File: src/rtl/alu_pkg.sv
// Shared opcodes, FSM states and widths for the ALU command sequencer.
package alu_pkg;

    localparam int DW = 8;

    localparam logic [3:0] OP_ADD  = 4'b0000;
    localparam logic [3:0] OP_SUB  = 4'b0001;
    localparam logic [3:0] OP_MUL  = 4'b0010;
    localparam logic [3:0] OP_DIV  = 4'b0011;
    localparam logic [3:0] OP_SHL  = 4'b0100;
    localparam logic [3:0] OP_SHR  = 4'b0101;
    localparam logic [3:0] OP_ROL  = 4'b0110;
    localparam logic [3:0] OP_ROR  = 4'b0111;
    localparam logic [3:0] OP_AND  = 4'b1000;
    localparam logic [3:0] OP_OR   = 4'b1001;
    localparam logic [3:0] OP_XOR  = 4'b1010;
    localparam logic [3:0] OP_NOR  = 4'b1011;
    localparam logic [3:0] OP_NAND = 4'b1100;
    localparam logic [3:0] OP_XNOR = 4'b1101;
    localparam logic [3:0] OP_GT   = 4'b1110;
    localparam logic [3:0] OP_EQ   = 4'b1111;

    typedef enum logic [1:0] {
        IDLE = 2'd0,
        EXEC = 2'd1,
        DONE = 2'd2
    } state_t;

endpackage

File: src/rtl/alu_cmd_seq.sv
// Command sequencer feeding the 8-bit combinational ALU, with accumulator.
// Optional divide-by-zero trap: define ALU_DIVZERO_TRAP_EN.
module alu_cmd_seq
    import alu_pkg::*;
#(
    parameter logic [DW-1:0] ACC_INIT = 8'h00
) (
    input  logic          clk,
    input  logic          rst,
    input  logic          cmd_valid,
    output logic          cmd_ready,
    input  logic [3:0]    cmd_op,
    input  logic [DW-1:0] cmd_a,
    input  logic [DW-1:0] cmd_b,
    input  logic          cmd_use_acc,
    output logic [DW-1:0] alu_a,
    output logic [DW-1:0] alu_b,
    output logic [3:0]    alu_sel,
    input  logic [DW-1:0] alu_out,
    input  logic          alu_carry,
    output logic          res_valid,
    input  logic          res_ready,
    output logic [DW-1:0] res_data,
    output logic          res_carry,
    output logic          res_zero,
    output logic          res_err,
    output logic [DW-1:0] acc_out
);

    state_t        state_q, state_d;
    logic [DW-1:0] a_q, a_d;
    logic [DW-1:0] b_q, b_d;
    logic [3:0]    op_q, op_d;
    logic [DW-1:0] acc_q, acc_d;
    logic [DW-1:0] data_q, data_d;
    logic          carry_q, carry_d;
    logic          zero_q, zero_d;
    logic          err_q, err_d;
    logic          trap_q, trap_d;
    logic          trap_cmd;

`ifdef ALU_DIVZERO_TRAP_EN
    assign trap_cmd = (cmd_op == OP_DIV) && (cmd_b == '0);
`else
    assign trap_cmd = 1'b0;
`endif

    always_comb begin
        state_d   = state_q;
        a_d       = a_q;
        b_d       = b_q;
        op_d      = op_q;
        acc_d     = acc_q;
        data_d    = data_q;
        carry_d   = carry_q;
        zero_d    = zero_q;
        err_d     = err_q;
        trap_d    = trap_q;
        cmd_ready = 1'b0;
        res_valid = 1'b0;
        unique case (state_q)
            IDLE: begin
                cmd_ready = 1'b1;
                if (cmd_valid) begin
                    op_d    = cmd_op;
                    a_d     = cmd_use_acc ? acc_q : cmd_a;
                    b_d     = cmd_b;
                    trap_d  = trap_cmd;
                    state_d = EXEC;
                end
            end
            EXEC: begin
                if (trap_q) begin
                    // Trapped divide: ALU output is garbage, accumulator kept
                    data_d  = 8'hFF;
                    carry_d = 1'b0;
                    zero_d  = 1'b0;
                    err_d   = 1'b1;
                end else begin
                    data_d  = alu_out;
                    carry_d = (op_q == OP_ADD) && alu_carry;
                    zero_d  = (alu_out == '0);
                    err_d   = 1'b0;
                    acc_d   = alu_out;
                end
                state_d = DONE;
            end
            DONE: begin
                res_valid = 1'b1;
                if (res_ready) state_d = IDLE;
            end
            default: state_d = IDLE;
        endcase
    end

    always_ff @(posedge clk) begin
        if (rst) begin
            state_q <= IDLE;
            a_q     <= '0;
            b_q     <= '0;
            op_q    <= '0;
            acc_q   <= ACC_INIT;
            data_q  <= '0;
            carry_q <= 1'b0;
            zero_q  <= 1'b0;
            err_q   <= 1'b0;
            trap_q  <= 1'b0;
        end else begin
            state_q <= state_d;
            a_q     <= a_d;
            b_q     <= b_d;
            op_q    <= op_d;
            acc_q   <= acc_d;
            data_q  <= data_d;
            carry_q <= carry_d;
            zero_q  <= zero_d;
            err_q   <= err_d;
            trap_q  <= trap_d;
        end
    end

    assign alu_a     = a_q;
    assign alu_b     = b_q;
    assign alu_sel   = op_q;
    assign res_data  = data_q;
    assign res_carry = carry_q;
    assign res_zero  = zero_q;
    assign res_err   = err_q;
    assign acc_out   = acc_q;

endmodule
File: config.mk
export PLATFORM = sky130hd
export DESIGN_NAME = alu_cmd_seq
export DESIGN_NICKNAME = d
export VERILOG_FILES = /design/src/rtl/alu_pkg.sv /design/src/rtl/alu_cmd_seq.sv
export SDC_FILE = /design/constraint.sdc
export NUM_CORES = 1
export LEC_CHECK = 0
export ABC_AREA = 1
export BUFFER_PORTS_ARGS = -buffer_cell sky130_fd_sc_hd__buf_2
export CORE_MARGIN = 2
export CORE_UTILIZATION = 40
export DETAILED_ROUTE_END_ITERATION = 16
export PLACE_DENSITY = 0.81
export SYNTH_ARGS = -nofsm -noshare
export SYNTH_HDL_FRONTEND = slang
export SYNTH_SLANG_ARGS = --single-unit
File: constraint.sdc
create_clock -name clk -period 1.8 [get_ports clk]
set_input_delay 0.27 -clock clk [delete_from_list [all_inputs] [get_ports clk]]
set_output_delay 0.27 -clock clk [all_outputs]
set_load 0.005 [all_outputs]
==> metrics.md <==
| Metric | Value |
|---|---|
| Tot GR Track Use | `16.0%` |
| Cts bufs inserted | `5` |
| # H-tree levels | `2` |
| Total power divided by cell area | `812 mW/mm^2` |
| Number of global-route vias before repair | `1,215` |
| Global-route wire length before repair | `4970 microns` |
| Layout cells sized above 1 | `35.0%` |
| 1st-pass router iterations | `4` |
| Post-CTS Setup Bufs | `0` |
| Area grow syn2layout | `23.5%` |
| Critical Path RT | `1.53 ns` |
| Synthesis Warnings | `0` |
| Worst hold start | `res_ready` |
| CTS root buf | `clkbuf_4` |
| Worst r2r src | `state_q[0]` |
| Kind of start point of the critical path | `flop` |
| Hold-fix buffers, CTS | `0` |
| Post-cts resize count | `0` |
| CTS tree | `built` |
| Total congestion overflow | `0` |
| IO buf count | `73` |
| Maximum VDD drop | `0.319 mV` |
| Max-cap viol count | `0` |
| Via count | `1,333` |
| Final period util | `71.5%` |
| Filler cells | `362` |
| Post-Syn Nets | `216` |
| Reg2Reg Depth | `5` |
| Fin. Hold Viols | `0` |
| Kind of critical path | `flop to output port` |
| Static leakage | `0.000891 uW` |
| Sequential share of the synthesized area | `46.7%` |
| Final min period | `1.29 ns` |
| DRC viols | `0` |
| Wire per inst | `10.3 microns` |
| Gpl congestion | `0.774` |
| Hold Path Stages | `4` |
| Nets | `279` |
| Synth Register Bits | `32` |
| Largest net degree at the start of global routing | `25` |
| RSZ-0062 raised after global routing | `no` |
| Setup TNS | `0 ns` |
| Final Max Tran Viols | `0` |
| Max Fanout on Critical Path | `2` |
| Status | `completed` |
| Antenna violations before repair | `0` |
| Mapped Area | `0.00137 sq mm` |
| Die Y | `62.6 microns` |
| Critical Path AT | `1.02 ns` |
| Std cell rows | `21` |
| Post-DRT Antenna Nets | `0` |
| Clk slew on worst S/H paths | `0.08 ns` |
| Die footprint | `0.00392 sq mm` |
| Avg Inst Size Synth | `7.54 sq um` |
| Initial Utilization | `41.5%` |
| Gate Count Post-Synth | `182` |
| Clock buffer depth | `2` |
| CP Capture Type | `output port` |
| Post-DP HPWL | `2280 microns` |
| Die W | `62.6 microns` |
| Count of cell types in the netlist | `21` |
| Clk sinks | `32` |
| Hold Crit Class | `primary input to flop` |
| Final setup violation count | `0` |
| Clock Skew | `0.00283 ns` |
| DRT iter0 DRCs | `65` |
| Worst hold margin | `0.200 ns` |
| Final wirelength | `2970 microns` |
| Vias per cell | `4.61` |
| Later-pin clock latency in the skew report | `0.31 ns` |
| Core Area | `0.00331 sq mm` |
| Fmax achieved | `777 MHz` |
| Ant. Diodes | `0` |
| Top Ports | `75` |
| Critical Path Source | `state_q[1]` |
[per-stage QoR]
step           instances  cell area (sq um)  setup WS [ns]  utilization (%)  total power, uW
6_report             289               1700          0.512             51.2             1380
5_1_grt              289               1700          0.431             51.2             1460
4_1_cts              289               1700          0.488             51.2             1400
3_5_place_dp         284               1660          0.561             50.1             1060
3_3_place_gp         284               1660          0.597             50.1             1050
2_1_floorplan        182               1370          0.816                -              971
[critical path, stage by stage, from the launching register on]
cell	delay (ns)
dfxtp_1	0.38
inv_1	0.08
nor2_1	0.12
buf_2	0.13
[path summary, 6_finish.rpt]
path	slack, ns	end
setup / recovery	0.51	res_valid
hold / removal	0.20	state_q[1]
setup reg to reg	0.70	alu_a[4]
hold reg to reg	0.47	alu_a[7]
[cells in the mapped netlist]
master     n  area (sq um)
nand2_1   29           109
nand4_1    1          6.26
nand3_1    1          5.00
dfxtp_1   32           641
nor2_4     1          11.3
buf_4     10          75.1
inv_6      1          8.76
conb_1     1          3.75
clkbuf_8   1          13.8
a21oi_1   19          95.1
nor3_2     1          10.0
o21ai_0   27           135
nand2_2    1          6.26
clkbuf_1   3          11.3
buf_8      1          15.0
nand2_4    1          11.3
buf_6      2          22.5
nor2_1    29           109
o21ai_2    1          8.76
inv_2      1          3.75
inv_1     19          71.3
[layout by cell type (no fill, tap or decap)]
master	synthesis	routed
buf_2	0	73
dfxtp_1	32	32
nor2_1	29	29
nand2_1	29	29
o21ai_0	27	27
inv_1	19	19
a21oi_1	19	19
clkbuf_4	0	5
nor2_4	1	1
nand2_4	1	1
inv_6	1	1
nand2_2	1	1
inv_2	1	1
o21ai_2	1	1
nor3_2	1	1
nand4_1	1	1
nand3_1	1	1
conb_1	1	1
[flip-flops by register name (all words and copies together) (netlist names)]
name,flops
alu_a,8
state_q,2
res_carry,1
res_data,8
alu_b,8
res_zero,1
alu_sel,4
[power by group]
part	switching [uW]	total, uW	internal [uW]
logic	131	242	111
clock network	210	340	130
registers	34.7	794	759
[final cells by class]
| type | count | area [sq um] | share of cell area, % |
|---|---|---|---|
| Sequential cell | 32 | 641 | 37.8 |
| Multi-Input combinational cell | 112 | 510 | 30.1 |
| Timing Repair Buffer | 73 | 365 | 21.5 |
| Inverter | 21 | 83.8 | 4.94 |
| Tap cell | 46 | 57.6 | 3.39 |
| Clock buffer | 5 | 37.5 | 2.21 |
[metal layers]
| layer | vias up | wire, microns | global-route usage (%) |
|---|---|---|---|
| met3 | 7 | 293 | 5.59 |
| met2 | 63 | 1390 | 27.7 |
| li1 | 684 | - | - |
| met5 | - | 0 | 0 |
| met1 | 579 | 1240 | 17.5 |
| met4 | 0 | 40 | 7.50 |
[cell families (layout without fill, tap and decap cells)]
kind of cell | count (synthesis) | after routing | synth area share [%]
AOI/OAI and AO/OA | 47 | 47 | 17.4
buffers and inverters | 38 | 99 | 16.1
DFF | 32 | 32 | 46.7
other | 1 | 1 | 0.273
and+or+nand+nor | 64 | 64 | 19.5
Note: power is estimated with default switching activity, not from simulation.
